--- src/rtl/load_data_extender.sv ---
// load_data_extender: picks a byte/half/word/dword lane from an aligned load word, extends it and sends it downstream through a 2-entry skid buffer.
module load_data_extender #(
  parameter int DATA_W = 32,
  parameter int TAG_W = 5,
  localparam int OFF_W = $clog2(DATA_W / 8)
) (
  input  logic              clock,
  input  logic              reset,
  input  logic              in_valid,
  output logic              in_ready,
  input  logic [DATA_W-1:0] in_data,
  input  logic [1:0]        in_size,
  input  logic              in_signed,
  input  logic [OFF_W-1:0]  in_offset,
  input  logic [TAG_W-1:0]  in_tag,
  output logic              out_valid,
  input  logic              out_ready,
  output logic [DATA_W-1:0] out_data,
  output logic [TAG_W-1:0]  out_tag,
  output logic              out_err,
  output logic [15:0]       err_count
);
  logic [6:0] w;
  logic [DATA_W-1:0] sh, mask, ext;
  logic msb, err, accept;
  logic [DATA_W-1:0] skid_data;
  logic [TAG_W-1:0] skid_tag;
  logic skid_err;
  // mask covers the field; a field as wide as the datapath shifts the ones out, so nothing is extended
  always_comb begin
    w = 7'd8 << in_size;
    sh = in_data >> {in_offset, 3'b000};
    mask = ~({DATA_W{1'b1}} << w);
    msb = |(sh & mask & ~(mask >> 1));
    err = (w > 7'(DATA_W)) || |(in_offset & OFF_W'((w >> 3) - 7'd1));
    ext = err ? '0 : (sh & mask) | ((in_signed && msb) ? ~mask : '0);
    accept = in_valid && in_ready;
  end
  // the skid entry is full exactly when in_ready is low
  always_ff @(posedge clock) begin
    if (reset) begin
      in_ready <= 1'b1;
      out_valid <= 1'b0;
      out_data <= '0;
      out_tag <= '0;
      out_err <= 1'b0;
      skid_data <= '0;
      skid_tag <= '0;
      skid_err <= 1'b0;
      err_count <= '0;
    end else begin
      if (!out_valid || out_ready) begin
        out_valid <= !in_ready || accept;
        out_data <= !in_ready ? skid_data : ext;
        out_tag <= !in_ready ? skid_tag : in_tag;
        out_err <= !in_ready ? skid_err : err;
        in_ready <= 1'b1;
      end else if (accept) begin
        skid_data <= ext;
        skid_tag <= in_tag;
        skid_err <= err;
        in_ready <= 1'b0;
      end
      if (accept && err && !(&err_count)) err_count <= err_count + 16'd1;
    end
  end
endmodule

--- config.mk ---
export PLATFORM = sky130hd
export DESIGN_NAME = load_data_extender
export DESIGN_NICKNAME = d
export VERILOG_FILES = /design/src/rtl/load_data_extender.sv
export SDC_FILE = /design/constraint.sdc
export NUM_CORES = 1
export LEC_CHECK = 0
export ABC_AREA = 0
export BUFFER_PORTS_ARGS = -buffer_cell sky130_fd_sc_hd__buf_2
export CAP_MARGIN = 30
export CORE_ASPECT_RATIO = 0.8
export CORE_MARGIN = 3
export CORE_UTILIZATION = 45
export CTS_CLUSTER_SIZE = 8
export DETAILED_ROUTE_END_ITERATION = 8
export MAX_ROUTING_LAYER = met4
export PLACE_DENSITY = 0.68
export SYNTH_ARGS = -nofsm -noshare
export SYNTH_HDL_FRONTEND = slang
export SYNTH_SLANG_ARGS = --single-unit
--- constraint.sdc ---
create_clock -name clock -period 2.63 [get_ports clock]
set_input_delay 0.263 -clock clock [delete_from_list [all_inputs] [get_ports clock]]
set_output_delay 0.263 -clock clock [all_outputs]
set_load 0.05 [all_outputs]
## Word level (Yosys, flattened, before mapping)

Cells that the tools add are included.

| word-level totals | value |
|---|---|
| register bits after elaboration | 94 |
| latch bits | 0 |
| memory bits (writable) | 0 |
| ROM bits | 0 |
| bits of input ports | 46 |
| output and inout bits | 56 |
| memories | 0 |

| cells by class | value |
|---|---|
| add/sub/neg operators | 2 |
| multiply operators | 0 |
| div/mod/pow operators | 0 |
| magnitude comparators | 1 |
| eq/ne operators | 0 |
| shift operators | 3 |
| multiplexer cells | 5 |
| bitwise logic cells | 8 |
| reduce and logical (&&, ||, !) cells | 15 |

Operator list:

| kind | count |
|---|---|
| $mux W32 | 3 |
| $and A32 B32 Y32 | 2 |
| $not A32 Y32 | 2 |
| $not A31 Y32 | 1 |
| $or A32 B32 Y32 | 1 |
| $reduce_or A32 Y1 | 1 |
| $shl A32 B7 Y32 const A | 1 |
| $shr A32 B5 Y32 | 1 |
| $add A16 B1 Y16 const B | 1 |
| $reduce_and A16 Y1 | 1 |
| $gt A7 B6 Y1 const B | 1 |
| $shl A4 B2 Y7 const A | 1 |
| $mux W5 | 1 |
| $logic_and A1 B1 Y1 | 4 |
| $reduce_or A2 Y1 | 2 |
| $logic_not A1 Y1 | 3 |
| $logic_or A1 B1 Y1 | 3 |
| $and A2 B2 Y2 | 1 |
| $reduce_and A2 Y1 | 1 |
| $sub A2 B1 Y2 const B | 1 |
| $mux W1 | 1 |
| $not A1 Y1 | 1 |

## Longest topological paths before layout

Gate-level depths: netlist of run 1.

| logic depth | value |
|---|---|
| depth in word-level cells | 11 |
| depth in mapped cells | 7 |
| depth with buffers taken out | 5 |

## Least setup slack after synthesis of run 1

No wires, ideal clock.

| path | value |
|---|---|
| path type | reg2reg |
| start | register err_count[0] |
| end | register err_count[10] |
| data arrival time | 2.228 ns |
| path slack | 0.332 ns |
| cell stages (with the launch flop) | 6 |
| path buffers | 0 |
| clock period less this slack | 2.298 ns |
| cell sequence | dfxtp_1 ha_1 nand4_1 a2111oi_4 or4b_2 a21oi_1 |

| on the way | value |
|---|---|
| word-level cells in the longest chain between the ends | 3 |
| elaborated cells on any way between the ends | 4 |
| classes of those cells | add/sub (1); reduce/logical (3) |

Ends and longest elaborated chain:

| item | line | source |
|---|---|---|
| from (decl) | 21 | `output logic [15:0] err_count` |
| from (signal assigned) | 64 | `if (accept && err && !(&err_count)) err_count <= err_count + 16'd1;` |
| parallel branches: the longest is 3 deep, another holds $add A16 B1 Y16 | - |  |

Several ways; the timed one is not identified.
A chain may end at the register's enable or synchronous reset.

## Worst setup path in the final report of run 1

| path | value |
|---|---|
| start | register err_count[0] |
| end | register err_count[0] |

Same word-level chain as after synthesis.

==> metrics.md, run 1 <==
| Metric | Value |
|---|---|
| Postcts setup bufs | 0 |
| TritonCTS Buffers | 9 |
| Rel. slew slack | roughly half |
| GRT Residual Overflow | 0 |
| Combinational family with the most area after synthesis | compound AO/OA/AOI/OAI gates |
| Total GRT Usage | about 25% |
| Unique masters post-synth | 56 |
| CTS tree | built |
| Hold EP | skid_tag[4]$_SDFFE_PP0P_ |
| Antenna violations before repair | 0 |
| Die Y-Extent | between 90 and 100 um |
| Reg2reg end | err_count[0]$_SDFFE_PP0P_ |
| Vias per cell | 6.05 |
| Clk Latency, worst-skew pair | between 300 and 400 ps |
| Multiplexer area fraction after synthesis | just under 10% |
| # H-tree levels | 3 |
| Diodes inserted | 0 |
| Final setup vio count | 0 |
| Num ports | a little over 100 |
| CP max stage cell | nor4_2 |
| FF-to-FF setup slack | 470 ps |
| Final Worst Setup Slack | 470 ps |
| Worst r2r src | err_count[0]$_SDFFE_PP0P_ |
| Average cell area after synthesis | approximately 8.6 um2 |
| Element type at the critical path end | flop |
| CP max stage delay | about 620 ps |
| Dpl ws | roughly 210 ps |
| Iter 0 DRT Violations | between 500 and 600 |
| Buffers on Ports | 101 |
| WL final | 15,000 um |
| Max Cap Violations | 0 |
| P per Cell Area | just under 600 nW/um2 |
| Synthesis-to-finish area growth | 19.0% |
| P_leak | between 2 and 2.5 nW |
| Yosys warnings | 0 |
| Worst hold path startpoint | in_tag[4] |
| Worst reg-to-reg path cell count | 5 |
| Core area | 10,400 um2 |
| Layout cells sized above 1 | roughly 27% |
| Critical path cell sequence | ha_1 > nand2_1 > nor4_2 > a21oi_1 > mux2_2 |
| Required time worst endpoint | 2850 ps |
| RSZ-0062 raised after global routing | false |
| Register area share after synthesis | a little under two fifths |
| CTS Hold Bufs | 0 |
| Status | finished, final reports clean |
| DIE AREA | between 10,000 and 15,000 um2 |
| Vias in the first global route | 4,631 |
| DPL Wire Length | approximately 11,000 um |
| Clock Pin Slew Worst Setup and Hold Paths | 60 ps |
| ANT nets after route | 0 |
| Crit Path Max Fanout | 7 |
| Largest net degree at the start of global routing | 40 |
| Syn_nets | between 600 and 700 |
| Number of flops mapped to enable cells by yosys | 0 |
| Least-Margin Pin Slew | 765 ps |
| Initial Utilization | ~47% |
| Worst min path class | in2reg |
| Post-synthesis xor/xnor area fraction | 0.179% |
| Fmax | between 400 and 500 MHz |
| Asr flop ratio synth | 0% |
| Chip Width | approximately 120 um |
| Synthesized cell area | about 4900 um2 |
| Longest Clk Path Bufs | 2 |
| Post-CTS sizing | 0 |
| Adder-cell share of the synthesized area | 0.255% |
| Synth Instances | about 570 |
| First-pass GRT wire length | roughly 24,000 um |
| DRT Pass-1 Iters | 5 |
| Post-layout nets | 700 |
| Worst Setup Start Kind | flop |
| Row cnt | 33 |
| Final Core Density | a little under three fifths |
| Commonest register cell after synthesis | dfxtp_1 |
| Root buf cell | clkbuf_16 |
| Setup TNS | 0 ps |
| Crit path arrival time | about 2400 ps |
| Setup CP Type | reg2reg |
| Synthesis-stage register bit count | 94 |
| Clock skew | about 5.7 ps |
| Hold Slack | approximately 170 ps |
| Simple-Gate Fraction of Synth Area | roughly 23% |
| Tcrit/Tclk final | between 80% and 90% |
| Compound-cell area share of the yosys netlist | a little under a quarter |
| VDD IR-drop max | ~520 uV |
| WL/cell | about 19 um |
| Worst setup startpoint | err_count[0]$_SDFFE_PP0P_ |
| Pins Over Slew Limit | 0 |
| Tmin final | roughly 2200 ps |
| Via count | around 4.8k |
| Hold Crit Depth | 3 |
| Clock Sinks | 94 |
| Gpl congestion | about 0.93 |
| Final Hold Fails | 0 |
| Remaining DRCs | 0 |
state kept, by name, summed over array words and instances, names as in the netlist:
| register | flops |
|---|---|
| out_data | 32 |
| skid_data | 32 |
| err_count | 16 |
| out_tag | 5 |
| skid_tag | 5 |
| in_ready | 1 |
| out_err | 1 |
| out_valid | 1 |
| skid_err | 1 |
layer usage:
layer / global-route usage, % / vias to the layer above / part of all wire [%]
met2: 37.8 / 189 / 45
met4: 8.61 / 0 / 2.6
met1: 34.5 / 2294 / 47
li1: - / 2304 / -
met5: - / - / 0
met3: 4.55 / 34 / 6.0
cells in the final DEF, fill, tap and decap left out, types with 4 or more instances in the layout:
master / count
nand3_1: 23
a221oi_1: 17
mux2i_1: 8
mux4_2: 8
o21ai_0: 49
o22ai_1: 6
o221ai_1: 6
nor4_1: 4
nand2_1: 76
a211oi_1: 8
o32a_1: 6
nor2_1: 25
nor4b_1: 15
a21oi_1: 50
nor2b_1: 21
inv_1: 7
dfxtp_1: 94
clkbuf_16: 9
mux2_2: 20
o211ai_1: 4
buf_4: 19
o41ai_1: 9
nand4_1: 5
buf_2: 101
and3_1: 9
area by class of cell:
| cell class | count | area [um2] |
|---|---|---|
| fillers | 946 | 4610 |
| multi-input cells | 420 | 2790 |
| flip-flops and latches | 94 | 1880 |
| repair buffers | 120 | 648 |
| clock buffers | 12 | 267 |
| well taps | 140 | 175 |
| clock inverters | 3 | 42.5 |
| inverters | 8 | 30.0 |
power breakdown:
group          leakage, nW  switching (mW)  internal, mW  total (mW)
logic                 1.34           0.420         0.192       0.612
clock network        0.151           0.542         0.808        1.35
registers            0.764          0.0291          1.47        1.50
through the flow:
| stage | power, mW | cell area [um2] | std cells |
|---|---|---|---|
| final | 3.47 | 5840 | 797 |
| after global routing | 3.57 | 5840 | 797 |
| after CTS | 3.47 | 5840 | 797 |
| after detailed placement | 2.13 | 5530 | 782 |
| after global placement | 2.12 | 5520 | 781 |
| after floorplan | 1.95 | 4900 | 572 |
critical path, delay by kind of cell, from the launching register on:
family,cells,cell delay [ps]
muxes,1,320
DFF,1,390
adders and majority gates,1,260
AOI/OAI and AO/OA,1,270
and+or+nand+nor,2,820
worst max path at each step:
stage	slack, ps	endpoint
after floorplan	330	err_count[10]$_SDFFE_PP0P_
after global placement	350	out_data[22]$_SDFFE_PP0P_
after detailed placement	210	out_data[16]$_SDFFE_PP0P_
after CTS	500	err_count[0]$_SDFFE_PP0P_
after global routing	280	err_count[3]$_SDFFE_PP0P_
final	470	err_count[0]$_SDFFE_PP0P_
cells in the mapped netlist (2+ instances only):
cell type  instances  share of area (%)
dfxtp_1           94                 38
nand2_1           76                5.8
a21oi_1           50                5.1
o21ai_0           49                5.0
clkbuf_1          35                2.7
nor2_1            25                1.9
nand3_1           23                2.3
nor2b_1           22                2.8
mux2_2            20                4.6
a221oi_1          17                3.0
nor4b_1           15                2.7
buf_2             11                1.1
and3_1             9                1.1
o41ai_1            9                1.6
a211oi_1           8                1.2
mux2i_1            8                1.6
mux4_2             8                3.7
inv_1              7               0.54
o221ai_1           6                1.1
o22ai_1            6               0.77
o32a_1             6                1.2
nand4_1            5               0.64
buf_1              4               0.31
nor4_1             4               0.51
o211ai_1           4               0.61
and4_1             3               0.54
nand2b_1           3               0.38
nor3_1             3               0.31
o31ai_1            3               0.46
or3_1              3               0.38
or4_1              3               0.46
a311oi_1           2               0.36
a31oi_1            2               0.26
a32o_1             2               0.41
nor3b_1            2               0.31
nor4_2             2               0.51
o21a_1             2               0.31
or2_2              2               0.26
or4b_2             2               0.41
cell families after synthesis:
kind of cell               count (synthesis)
and+or+nand+nor                          208
AOI/OAI and AO/OA                        174
DFF                                       94
buffers and inverters                     58
muxes                                     36
xor gates and xnor gates                   1
adders and majority gates                  1
No activity file was read; power rests on OpenSTA's default activity.
==> inputs of run 2 (changes only) <==
Settings changed: ABC_AREA 0 to 1.
Clock period 2.63 ns to 2.15 ns, I/O delays scaled along.
==> run 2 against run 1 <==
Compared with the run above:
- worst setup slack lost 150 ps
- clock power up 27%
- register-to-register slack lost 150 ps
- fmax grew 18%
- utilization increased by 1.3 points
- combinational power rose by 17%
- non-clock buffer count is the same
- final cell count grew 18%
- power rose by 24%
- die area decreased by 3.5%
- critical path type unchanged
- largest cell class unchanged
==> metrics.md, run 2 <==
| Metric | Value |
|---|---|
| Top-count cell post-synth | nand2_1 (was dfxtp_1) |
| Num ports | 102 (unchanged) |
| Least-Margin Pin Slew | 480 ps (was 765 ps) |
| Synth Instances | 712 (was 572) |
| Synth area leaders | dfxtp_1, nand2_1, o21ai_0 (was dfxtp_1, nand2_1, a21oi_1) |
| Leading area contributor after synthesis | dfxtp_1 (unchanged) |
| Syn_nets | 759 (was 619) |
| P per Cell Area | 757 nW/um2 (was 594 nW/um2) |
| Element type at the critical path end | flop (unchanged) |
| CTS tree | built (unchanged) |
| Worst Setup Start Kind | flop (unchanged) |
| Post-layout nets | 847 (was 700) |
| Yosys top cell area share | 39.9% (was 38.4%) |
| WL/cell | 14.1 um (was 18.8 um) |
| Register area share after synthesis | 39.9% (was 38.4%) |
| RSZ-0062 raised after global routing | false (unchanged) |
| Gpl congestion | 0.916 (was 0.934) |
| VDD IR-drop max | 367 uV (was 516 uV) |
| Total GRT Usage | 23.6% (was 25.2%) |
| Seq pwr share | 43.3% (was 43.4%) |
| Share of power burned in combinational logic | 16.7% (was 17.7%) |
| Root buf cell | clkbuf_16 (unchanged) |
| Row cnt | 32 (was 33) |
| Most frequent cells after synthesis | nand2_1, dfxtp_1, o21ai_0 (was dfxtp_1, nand2_1, a21oi_1) |
| Largest net degree at the start of global routing | 65 (was 40) |
| DPL Wire Length | 9640 um (was 10,700 um) |
| Pins Over Slew Limit | 0 (unchanged) |
| Final Core Density | 57.2% (was 55.9%) |
| Unique masters post-synth | 33 (was 56) |
| Tmin final | 1830 ps (was 2160 ps) |
| Die Y-Extent | 97.6 um (was 99.4 um) |
| Vias in the first global route | 4,428 (was 4,631) |
| # H-tree levels | 3 (unchanged) |
| Asr flop ratio synth | 0% (unchanged) |
| Post-CTS sizing | 0 (unchanged) |
| Clk Latency, worst-skew pair | 350 ps (was 340 ps) |
| WL final | 13,300 um (was 15,000 um) |
| First-pass GRT wire length | 22,000 um (was 24,000 um) |
| Setup TNS | 0 ps (unchanged) |
| Synthesis-stage register bit count | 94 (unchanged) |
| Fmax | 547 MHz (was 463 MHz) |
| Biggest registers after layout | out_data: 32 flops, skid_data: 32 flops, err_count: 16 flops (unchanged) |
| TritonCTS Buffers | 9 (unchanged) |
| Vias per cell | 5.17 (was 6.05) |
| Synthesized cell area | 4720 um2 (was 4900 um2) |
| Required time worst endpoint | 2390 ps (was 2850 ps) |
| Most frequent cells in the layout | nand2_1, buf_2, dfxtp_1 (was buf_2, dfxtp_1, nand2_1) |
| Antenna violations before repair | 0 (unchanged) |
| Switch Pwr | 1.26 mW (was 0.992 mW) |
| Core area | 9930 um2 (was 10,400 um2) |
| Clock power frac | 40.0% (was 39.0%) |
| Internal Dissipation | 3.04 mW (was 2.47 mW) |
| Commonest register cell after synthesis | dfxtp_1 (unchanged) |
| Commonest non-fill, non-tap cell in the layout | nand2_1 (was buf_2) |
| Average cell area after synthesis | 6.63 um2 (was 8.57 um2) |
| DIE AREA | 11,800 um2 (was 12,200 um2) |
| ANT nets after route | 0 (unchanged) |
| Longest Clk Path Bufs | 2 (unchanged) |
| Rel. slew slack | 68.0% (was 49.0%) |
| Synthesis-to-finish area growth | 20.3% (was 19.0%) |
| Clock skew | 10.0 ps (was 5.75 ps) |
| Clock Sinks | 94 (unchanged) |
| Remaining DRCs | 0 (unchanged) |
| Iter 0 DRT Violations | 434 (was 501) |
| Worst min path class | in2reg (unchanged) |
| GRT Residual Overflow | 0 (unchanged) |
| Crit Path Max Fanout | 12 (was 7) |
| Setup CP Type | reg2reg (unchanged) |
| CTS Hold Bufs | 0 (unchanged) |
| Switching share of total power | 29.2% (was 28.6%) |
| DRT Pass-1 Iters | 5 (unchanged) |
| Crit path arrival time | 2060 ps (was 2380 ps) |
| Buffers on Ports | 101 (unchanged) |
| Chip Width | 121 um (was 123 um) |
| Yosys warnings | 0 (unchanged) |
| Max Cap Violations | 0 (unchanged) |
| Final setup vio count | 0 (unchanged) |
| Status | finished, final reports clean (unchanged) |
| Final Hold Fails | 0 (unchanged) |
| Initial Utilization | 47.5% (was 46.9%) |
| Clock Pin Slew Worst Setup and Hold Paths | 70 ps (was 60 ps) |
| Via count | 4,864 (was 4,821) |
| Layout cells sized above 1 | 20.0% (was 26.9%) |
| Tcrit/Tclk final | 85.0% (was 82.1%) |
| P_leak | 2.84 nW (was 2.25 nW) |
| Number of flops mapped to enable cells by yosys | 0 (unchanged) |
| Postcts setup bufs | 0 (unchanged) |
| Diodes inserted | 0 (unchanged) |
## run 2: cell count changes after synthesis, moves of 9 or more
cell      previous run  this run
nor2b_1             22         0
nor4b_1             15         0
o21ai_0             49        73
inv_1                7        29
and3_1               9         0
a221oi_1            17         0
mux2_2              20         0
nand3_1             23        44
o41ai_1              9         0
nand2_1             76       242
nor2_1              25        70
## run 2: final cells by class
type / count / area, um2
Sequential cell: 94 / 1880
Clock inverter: 6 / 91.3
Clock buffer: 9 / 225
Tap cell: 136 / 170
Multi-Input combinational cell: 540 / 2510
Fill cell: 1031 / 4250
Timing Repair Buffer: 120 / 661
Inverter: 35 / 134
## run 2: kinds of logic after synthesis
group / after synthesis / share of synthesized area, %
and+or+nand+nor: 386 / 34.2
DFF: 94 / 39.9
AOI/OAI and AO/OA: 137 / 15.5
buffers and inverters: 78 / 7.00
adders and majority gates: 1 / 0.265
muxes: 7 / 1.48
xor gates and xnor gates: 9 / 1.67
## run 2: final timing paths
check / from / to / slack (ps) / cells after the start
min reg2reg: out_data[13]$_SDFFE_PP0P_ / out_data[13]$_SDFFE_PP0P_ / 450 / 2
max: err_count[0]$_SDFFE_PP0P_ / err_count[9]$_SDFFE_PP0P_ / 320 / 9
max reg2reg: err_count[0]$_SDFFE_PP0P_ / err_count[9]$_SDFFE_PP0P_ / 320 / 9
min: in_tag[1] / skid_tag[1]$_SDFFE_PP0P_ / 120 / 3
## run 2: metal layers
layer | wire, um | vias up | GRT usage, %
li1 | - | 2482 | -
met1 | 6610 | 2222 | 34.1
met2 | 5690 | 145 | 33.6
met3 | 789 | 15 | 5.01
met4 | 176 | 0 | 5.40
met5 | 0 | - | -
## run 2: critical path, cell delays in order, from the launching register on
cell and delay [ps]:
dfxtp_1 390, ha_1 230, nand2_1 90, nor2_2 200
nand2_1 130, nor3_2 190, nor2_4 120, buf_4 190
a31oi_1 140, nor2_1 50
## run 2: per-stage QoR
stage / area [um2] / std cells / power [mW] / worst slack (ps) / hold slack (ps)
2_1_floorplan: 4720 / 712 / 2.40 / 66.9 / 350
3_3_place_gp: 5360 / 925 / 2.60 / 401 / 432
3_5_place_dp: 5360 / 925 / 2.61 / 338 / 434
4_1_cts: 5680 / 940 / 4.33 / 316 / 114
5_1_grt: 5680 / 940 / 4.50 / 77.7 / 139
6_report: 5680 / 940 / 4.30 / 322 / 125
## run 2: power by group through the flow
stage                     Combinational, mW  Clock (mW)  Sequential (mW)
after detailed placement              0.713           0             1.90
after CTS                             0.715        1.76             1.86
after global placement                0.702           0             1.90
after global routing                  0.789        1.84             1.87
after floorplan                       0.339           0             2.06
final                                 0.718        1.72             1.86
